File: src/rtl/capture_pkg.sv
// Shared types and defaults for the capture engine: FSM state encoding,
// default address/data widths and the capture-length saturation helper.
package capture_pkg;

    localparam int unsigned CAP_AW = 11;
    localparam int unsigned CAP_DW = 16;

    typedef enum logic [1:0] {
        ST_IDLE    = 2'd0,
        ST_ARMED   = 2'd1,
        ST_CAPTURE = 2'd2,
        ST_DONE    = 2'd3
    } cap_state_t;

    // A requested length of 0, or anything beyond the memory, means "fill it".
    function automatic int unsigned sat_len(input int unsigned len, input int unsigned depth);
        if (len == 0 || len > depth) return depth;
        return len;
    endfunction

endpackage

File: src/rtl/capture_mem_writer.sv
// Stream-to-memory capture engine: writes accepted samples to consecutive addresses.
// Optional feature: define CAPTURE_TRIG_EN to make ARMED wait for trig.
module capture_mem_writer
    import capture_pkg::*;
#(
    parameter  int unsigned AW    = CAP_AW,
    parameter  int unsigned DW    = CAP_DW,
    localparam int unsigned DEPTH = 2**AW
) (
    input  logic          clk,
    input  logic          rst,
    input  logic          arm,
    input  logic          abort,
    input  logic          trig,
    input  logic [AW:0]   cap_len,
    input  logic          s_valid,
    input  logic [DW-1:0] s_data,
    output logic          s_ready,
    output logic          mem_we,
    output logic [AW-1:0] mem_a,
    output logic [DW-1:0] mem_d,
    output logic          busy,
    output logic          done,
    output logic [AW:0]   wr_count
);

    cap_state_t  state;
    logic [AW:0] len_q;

`ifndef CAPTURE_TRIG_EN
    logic unused_trig;
    assign unused_trig = trig;
`endif

    assign s_ready = (state == ST_CAPTURE) && !abort;
    assign busy    = (state == ST_ARMED) || (state == ST_CAPTURE);

    // wr_count doubles as the write pointer: length never exceeds DEPTH, so
    // its low AW bits are the next address for the whole capture.
    always_ff @(posedge clk) begin
        if (rst) begin
            state    <= ST_IDLE;
            len_q    <= '0;
            mem_we   <= 1'b0;
            mem_a    <= '0;
            mem_d    <= '0;
            done     <= 1'b0;
            wr_count <= '0;
        end else begin
            mem_we <= 1'b0;
            done   <= 1'b0;
            if (abort) begin
                state <= ST_IDLE;
            end else begin
                case (state)
                    ST_IDLE, ST_DONE: begin
                        if (arm) begin
                            state    <= ST_ARMED;
                            wr_count <= '0;
                            len_q    <= (AW+1)'(sat_len(32'(cap_len), DEPTH));
                        end
                    end
                    ST_ARMED: begin
`ifdef CAPTURE_TRIG_EN
                        if (trig) state <= ST_CAPTURE;
`else
                        state <= ST_CAPTURE;
`endif
                    end
                    ST_CAPTURE: begin
                        if (s_valid) begin
                            mem_we   <= 1'b1;
                            mem_a    <= wr_count[AW-1:0];
                            mem_d    <= s_data;
                            wr_count <= wr_count + 1'b1;
                            if (wr_count + 1'b1 == len_q) begin
                                state <= ST_DONE;
                                done  <= 1'b1;
                            end
                        end
                    end
                    default: state <= ST_IDLE;
                endcase
            end
        end
    end

endmodule

File: config.mk
export PLATFORM = sky130hd
export DESIGN_NAME = capture_mem_writer
export DESIGN_NICKNAME = d
export VERILOG_FILES = /design/src/rtl/capture_pkg.sv /design/src/rtl/capture_mem_writer.sv
export SDC_FILE = /design/constraint.sdc
export NUM_CORES = 1
export LEC_CHECK = 0
export BUFFER_PORTS_ARGS = -buffer_cell sky130_fd_sc_hd__buf_2
export CELL_PAD_IN_SITES_DETAIL_PLACEMENT = 0
export CELL_PAD_IN_SITES_GLOBAL_PLACEMENT = 1
export CORE_ASPECT_RATIO = 1.2
export CORE_MARGIN = 2
export CORE_UTILIZATION = 25
export DETAILED_ROUTE_END_ITERATION = 10
export GPL_TIMING_DRIVEN = 0
export PLACE_DENSITY_LB_ADDON = 0.12
export SLEW_MARGIN = 5
export SYNTH_ARGS = -nofsm -noshare
export SYNTH_HDL_FRONTEND = slang
export SYNTH_SLANG_ARGS = --single-unit
File: constraint.sdc
create_clock -name clk -period 6.5 [get_ports clk]
set_input_delay 1.3 -clock clk [delete_from_list [all_inputs] [get_ports clk]]
set_output_delay 1.3 -clock clk [all_outputs]
set_load 0.02 [all_outputs]
==> flow_results.xml <==
<?xml version="1.0" encoding="UTF-8"?>
<metrics>
  <group name="sta">
    <metric name="max_freq" unit="MHz">318</metric>
    <metric name="setup_repair_after_global_routing_missed_its_margin" unit="">false</metric>
    <metric name="finalClockSkew" unit="ns">0.00593</metric>
    <metric name="setup_viol" unit="">0</metric>
    <metric name="setup-tns-final" unit="ns">0</metric>
    <metric name="final.setup.worst_slack" unit="ns">3.36</metric>
    <metric name="worst_pin_slew" unit="ns">0.996</metric>
    <metric name="final-hold-violation-count" unit="">0</metric>
    <metric name="post-route-period-util" unit="%">48.4</metric>
    <metric name="report.final.slew_viol_count" unit="">0</metric>
    <metric name="relSlewSlack" unit="%">33.0</metric>
    <metric name="timing.final.crit_period" unit="ns">3.14</metric>
    <metric name="finalHoldWorstSlack" unit="ns">0.450</metric>
  </group>
  <group name="worst_setup_path">
    <metric name="endpoint_kind" unit="">output pin</metric>
    <metric name="critical_path_class" unit="">primary input to output pin</metric>
    <metric name="start_kind" unit="">primary input</metric>
    <metric name="cp.required" unit="ns">5.20</metric>
    <metric name="crit_path_max_fanout" unit="">6</metric>
    <metric name="worst_ep_arrival_time" unit="ns">1.84</metric>
  </group>
  <group name="floorplan">
    <metric name="core_region_area" unit="sq um">10500</metric>
    <metric name="placement_rows" unit="">41</metric>
    <metric name="dieWidth" unit="microns">98.7</metric>
    <metric name="floorplan.initialDensity" unit="%">25.6</metric>
    <metric name="die-height" unit="microns">118</metric>
    <metric name="ios" unit="">77</metric>
    <metric name="dieArea" unit="sq um">11600</metric>
  </group>
  <group name="clock_network">
    <metric name="path_clk_slew" unit="ns">0.07</metric>
    <metric name="clock-root-buffer" unit="">sky130_fd_sc_hd__clkbuf_16</metric>
    <metric name="clock_latency" unit="ns">0.30</metric>
    <metric name="cts_hold_buffers" unit="">0</metric>
    <metric name="cts_num_sinks" unit="">55</metric>
    <metric name="worst_case_clock_buffer_depth" unit="">2</metric>
    <metric name="cts_resized" unit="">0</metric>
    <metric name="numCtsBuffers" unit="">5</metric>
    <metric name="cts_setup_buffers" unit="">0</metric>
    <metric name="cts_tree" unit="">yes</metric>
    <metric name="h-tree-depth" unit="">2</metric>
  </group>
  <group name="logic_synthesis">
    <metric name="synth_warnings" unit="">0</metric>
    <metric name="syn_inst" unit="">338</metric>
    <metric name="async_reset_ff_share" unit="%">0</metric>
    <metric name="synth_cell_types" unit="">51</metric>
    <metric name="syn_nets" unit="">376</metric>
    <metric name="ys_ff_latch" unit="">55</metric>
    <metric name="seq_area_frac_synth" unit="%">41.0</metric>
    <metric name="postSynthAreaPerCell" unit="sq um">7.95</metric>
    <metric name="synth_flop_cell" unit="">sky130_fd_sc_hd__dfxtp_1</metric>
    <metric name="number_of_enable_type_register_cells_in_the_synthesized_netlist" unit="">0</metric>
    <metric name="post_synth_instance_area" unit="sq um">2690</metric>
  </group>
  <group name="pwr">
    <metric name="worst_ir_drop_vdd" unit="V">0.0000942</metric>
    <metric name="clock_power_share" unit="%">43.7</metric>
    <metric name="share_of_total_power_consumed_by_net_switching" unit="%">24.2</metric>
    <metric name="cell_internal_pwr" unit="W">0.000549</metric>
    <metric name="comb_power_share" unit="%">8.7</metric>
    <metric name="power.sequential.fraction" unit="%">47.6</metric>
    <metric name="total_leakage_power" unit="nW">1.39</metric>
    <metric name="p_switching" unit="W">0.000175</metric>
    <metric name="power_density" unit="nW/um^2">214</metric>
  </group>
  <group name="placed_design">
    <metric name="hpwlAfterDp" unit="microns">5750</metric>
    <metric name="postPlaceCellArea" unit="sq um">3210</metric>
    <metric name="place_ws" unit="ns">3.08</metric>
    <metric name="io_buffers" unit="">73</metric>
    <metric name="routabilityCongestion" unit="">0.759</metric>
  </group>
  <group name="routing">
    <metric name="initialDrtViolationCount" unit="">65</metric>
    <metric name="via_count" unit="">2543</metric>
    <metric name="route.detailed.drc" unit="">0</metric>
    <metric name="antenna_violating_nets_post_route" unit="">0</metric>
    <metric name="routed_wire_length_per_instance" unit="microns">14.0</metric>
    <metric name="detail_route.vias_per_cell" unit="">4.64</metric>
    <metric name="first_pass_iters" unit="">4</metric>
    <metric name="routed_wl" unit="microns">7690</metric>
  </group>
  <group name="layout">
    <metric name="synthToLayoutAreaGrowth" unit="%">26.0</metric>
    <metric name="nNetsFinal" unit="">456</metric>
    <metric name="antennaDiodeCount" unit="">0</metric>
    <metric name="post-route-cell-area" unit="sq um">3390</metric>
    <metric name="drive_above_1_share" unit="%">23.9</metric>
  </group>
  <group name="outcome">
    <metric name="result_of_the_run" unit="">completed</metric>
  </group>
  <group name="worst_hold_path">
    <metric name="hp-class" unit="">flip-flop to flip-flop</metric>
  </group>
  <group name="grt">
    <metric name="track_usage" unit="%">13.4</metric>
    <metric name="grt_pass1_wl" unit="microns">12600</metric>
    <metric name="grt_pass1_vias" unit="">2408</metric>
    <metric name="grt_overflow_total" unit="">0</metric>
    <metric name="grt_max_degree" unit="">19</metric>
    <metric name="grt_antenna_before_repair" unit="">0</metric>
  </group>
  <group name="job">
    <metric name="cap_violations" unit="">0</metric>
  </group>
</metrics>
[registers in the layout (all words and copies together), names as in the netlist]
signal,cells
len_q,12
done,1
mem_d,16
mem_we,1
state,2
wr_count,12
mem_a,11
[per-layer routing]
metal	vias to the layer above	track usage (%)	routed length [microns]	share of wire, %
met5	-	0	0	0
met4	0	3.85	95	1.2
met3	6	3.09	368	4.8
met2	69	22.6	3690	48
met1	1145	17.0	3540	46
li1	1323	-	-	-
[area by class of cell]
| class | instances | area, sq um |
|---|---|---|
| sequential | 55 | 1100 |
| buffer | 22 | 130 |
| multi-input combinational | 257 | 1440 |
| inverter | 4 | 15.0 |
| tap | 129 | 161 |
| fill | 1173 | 7130 |
| timing repair buffer | 73 | 365 |
| clock buffer | 5 | 125 |
| clock inverter | 3 | 46.3 |
[per-stage QoR]
stage               std cells  total power [W]  util (%)
floorplan                 338         0.000391         -
global placement          540         0.000417      30.6
detailed placement        540         0.000417      30.6
CTS                       548         0.000738      32.2
global route              548         0.000763      32.2
finish                    548         0.000724      32.2
[power by group through the flow]
stage	registers [W]	clock network, W	logic [W]
after CTS	0.000345	0.000329	0.0000646
final	0.000345	0.000316	0.0000632
after floorplan	0.000353	0	0.0000383
after global routing	0.000345	0.000346	0.0000711
after global placement	0.000352	0	0.0000644
after detailed placement	0.000353	0	0.0000643
[placed cells by master (no fill, tap or decap), types with 4 or more instances in the layout]
master                      instances
sky130_fd_sc_hd__nand3_1            5
sky130_fd_sc_hd__nor3b_1            6
sky130_fd_sc_hd__xor2_1             4
sky130_fd_sc_hd__inv_1              4
sky130_fd_sc_hd__nor3_1            10
sky130_fd_sc_hd__ha_1               4
sky130_fd_sc_hd__nand2_1           75
sky130_fd_sc_hd__buf_2             74
sky130_fd_sc_hd__a22oi_1            6
sky130_fd_sc_hd__o21ai_0            5
sky130_fd_sc_hd__nor2b_1            4
sky130_fd_sc_hd__a21oi_1           48
sky130_fd_sc_hd__xnor2_1           10
sky130_fd_sc_hd__nor2_1            33
sky130_fd_sc_hd__dfxtp_1           55
sky130_fd_sc_hd__nand4_1            5
sky130_fd_sc_hd__clkbuf_16          5
sky130_fd_sc_hd__clkbuf_1          14
[synthesized netlist by cell type (2+ instances only)]
| cell type | instances | area share, % |
|---|---|---|
| sky130_fd_sc_hd__clkbuf_8 | 2 | 1.0 |
| sky130_fd_sc_hd__buf_6 | 3 | 1.3 |
| sky130_fd_sc_hd__xor2_1 | 4 | 1.3 |
| sky130_fd_sc_hd__a22oi_1 | 6 | 1.7 |
| sky130_fd_sc_hd__ha_1 | 4 | 1.9 |
| sky130_fd_sc_hd__nor3b_1 | 6 | 1.7 |
| sky130_fd_sc_hd__nand4b_1 | 2 | 0.65 |
| sky130_fd_sc_hd__clkbuf_1 | 14 | 2.0 |
| sky130_fd_sc_hd__xnor2_1 | 10 | 3.3 |
| sky130_fd_sc_hd__nor4_1 | 3 | 0.70 |
| sky130_fd_sc_hd__inv_1 | 4 | 0.56 |
| sky130_fd_sc_hd__nand3_1 | 5 | 0.93 |
| sky130_fd_sc_hd__dfxtp_1 | 55 | 41 |
| sky130_fd_sc_hd__and2_2 | 2 | 0.56 |
| sky130_fd_sc_hd__o21ai_0 | 5 | 0.93 |
| sky130_fd_sc_hd__xor3_1 | 2 | 1.8 |
| sky130_fd_sc_hd__a21o_1 | 2 | 0.56 |
| sky130_fd_sc_hd__nand2_1 | 75 | 10 |
| sky130_fd_sc_hd__nor2_1 | 33 | 4.6 |
| sky130_fd_sc_hd__or2_2 | 2 | 0.47 |
| sky130_fd_sc_hd__and3_2 | 2 | 0.56 |
| sky130_fd_sc_hd__and2_1 | 3 | 0.70 |
| sky130_fd_sc_hd__a21oi_1 | 48 | 8.9 |
| sky130_fd_sc_hd__a31oi_1 | 3 | 0.70 |
| sky130_fd_sc_hd__nor2b_1 | 4 | 0.93 |
| sky130_fd_sc_hd__nand4_1 | 5 | 1.2 |
| sky130_fd_sc_hd__nor3_1 | 10 | 1.9 |
[path summary, 6_finish.rpt]
path,cells past startpoint,end,from,slack [ns]
setup reg to reg,8,wr_count[10],state[0],3.68
setup / recovery,3,s_ready,abort,3.36
hold reg to reg,2,mem_d[0],mem_d[0],0.45
hold / removal,2,mem_d[0],mem_d[0],0.45
[cell families (layout without fill, tap and decap cells)]
logic type               Yosys count  after routing  synth area share, %
AO/OA/AOI/OAI                     71             71                 15.0
XOR/XNOR                          16             16                 6.33
adder cells (fa/ha/maj)            4              4                 1.86
buffers and inverters             26            107                 5.40
flip-flops                        55             55                 41.0
multiplexers                       1              1                0.372
AND/OR/NAND/NOR                  165            165                 30.0
[critical path: stages]
cell	delay (ns)
sky130_fd_sc_hd__buf_2	0.13
sky130_fd_sc_hd__nor2b_1	0.20
sky130_fd_sc_hd__buf_2	0.20
No activity file was read; power rests on OpenSTA's default activity.
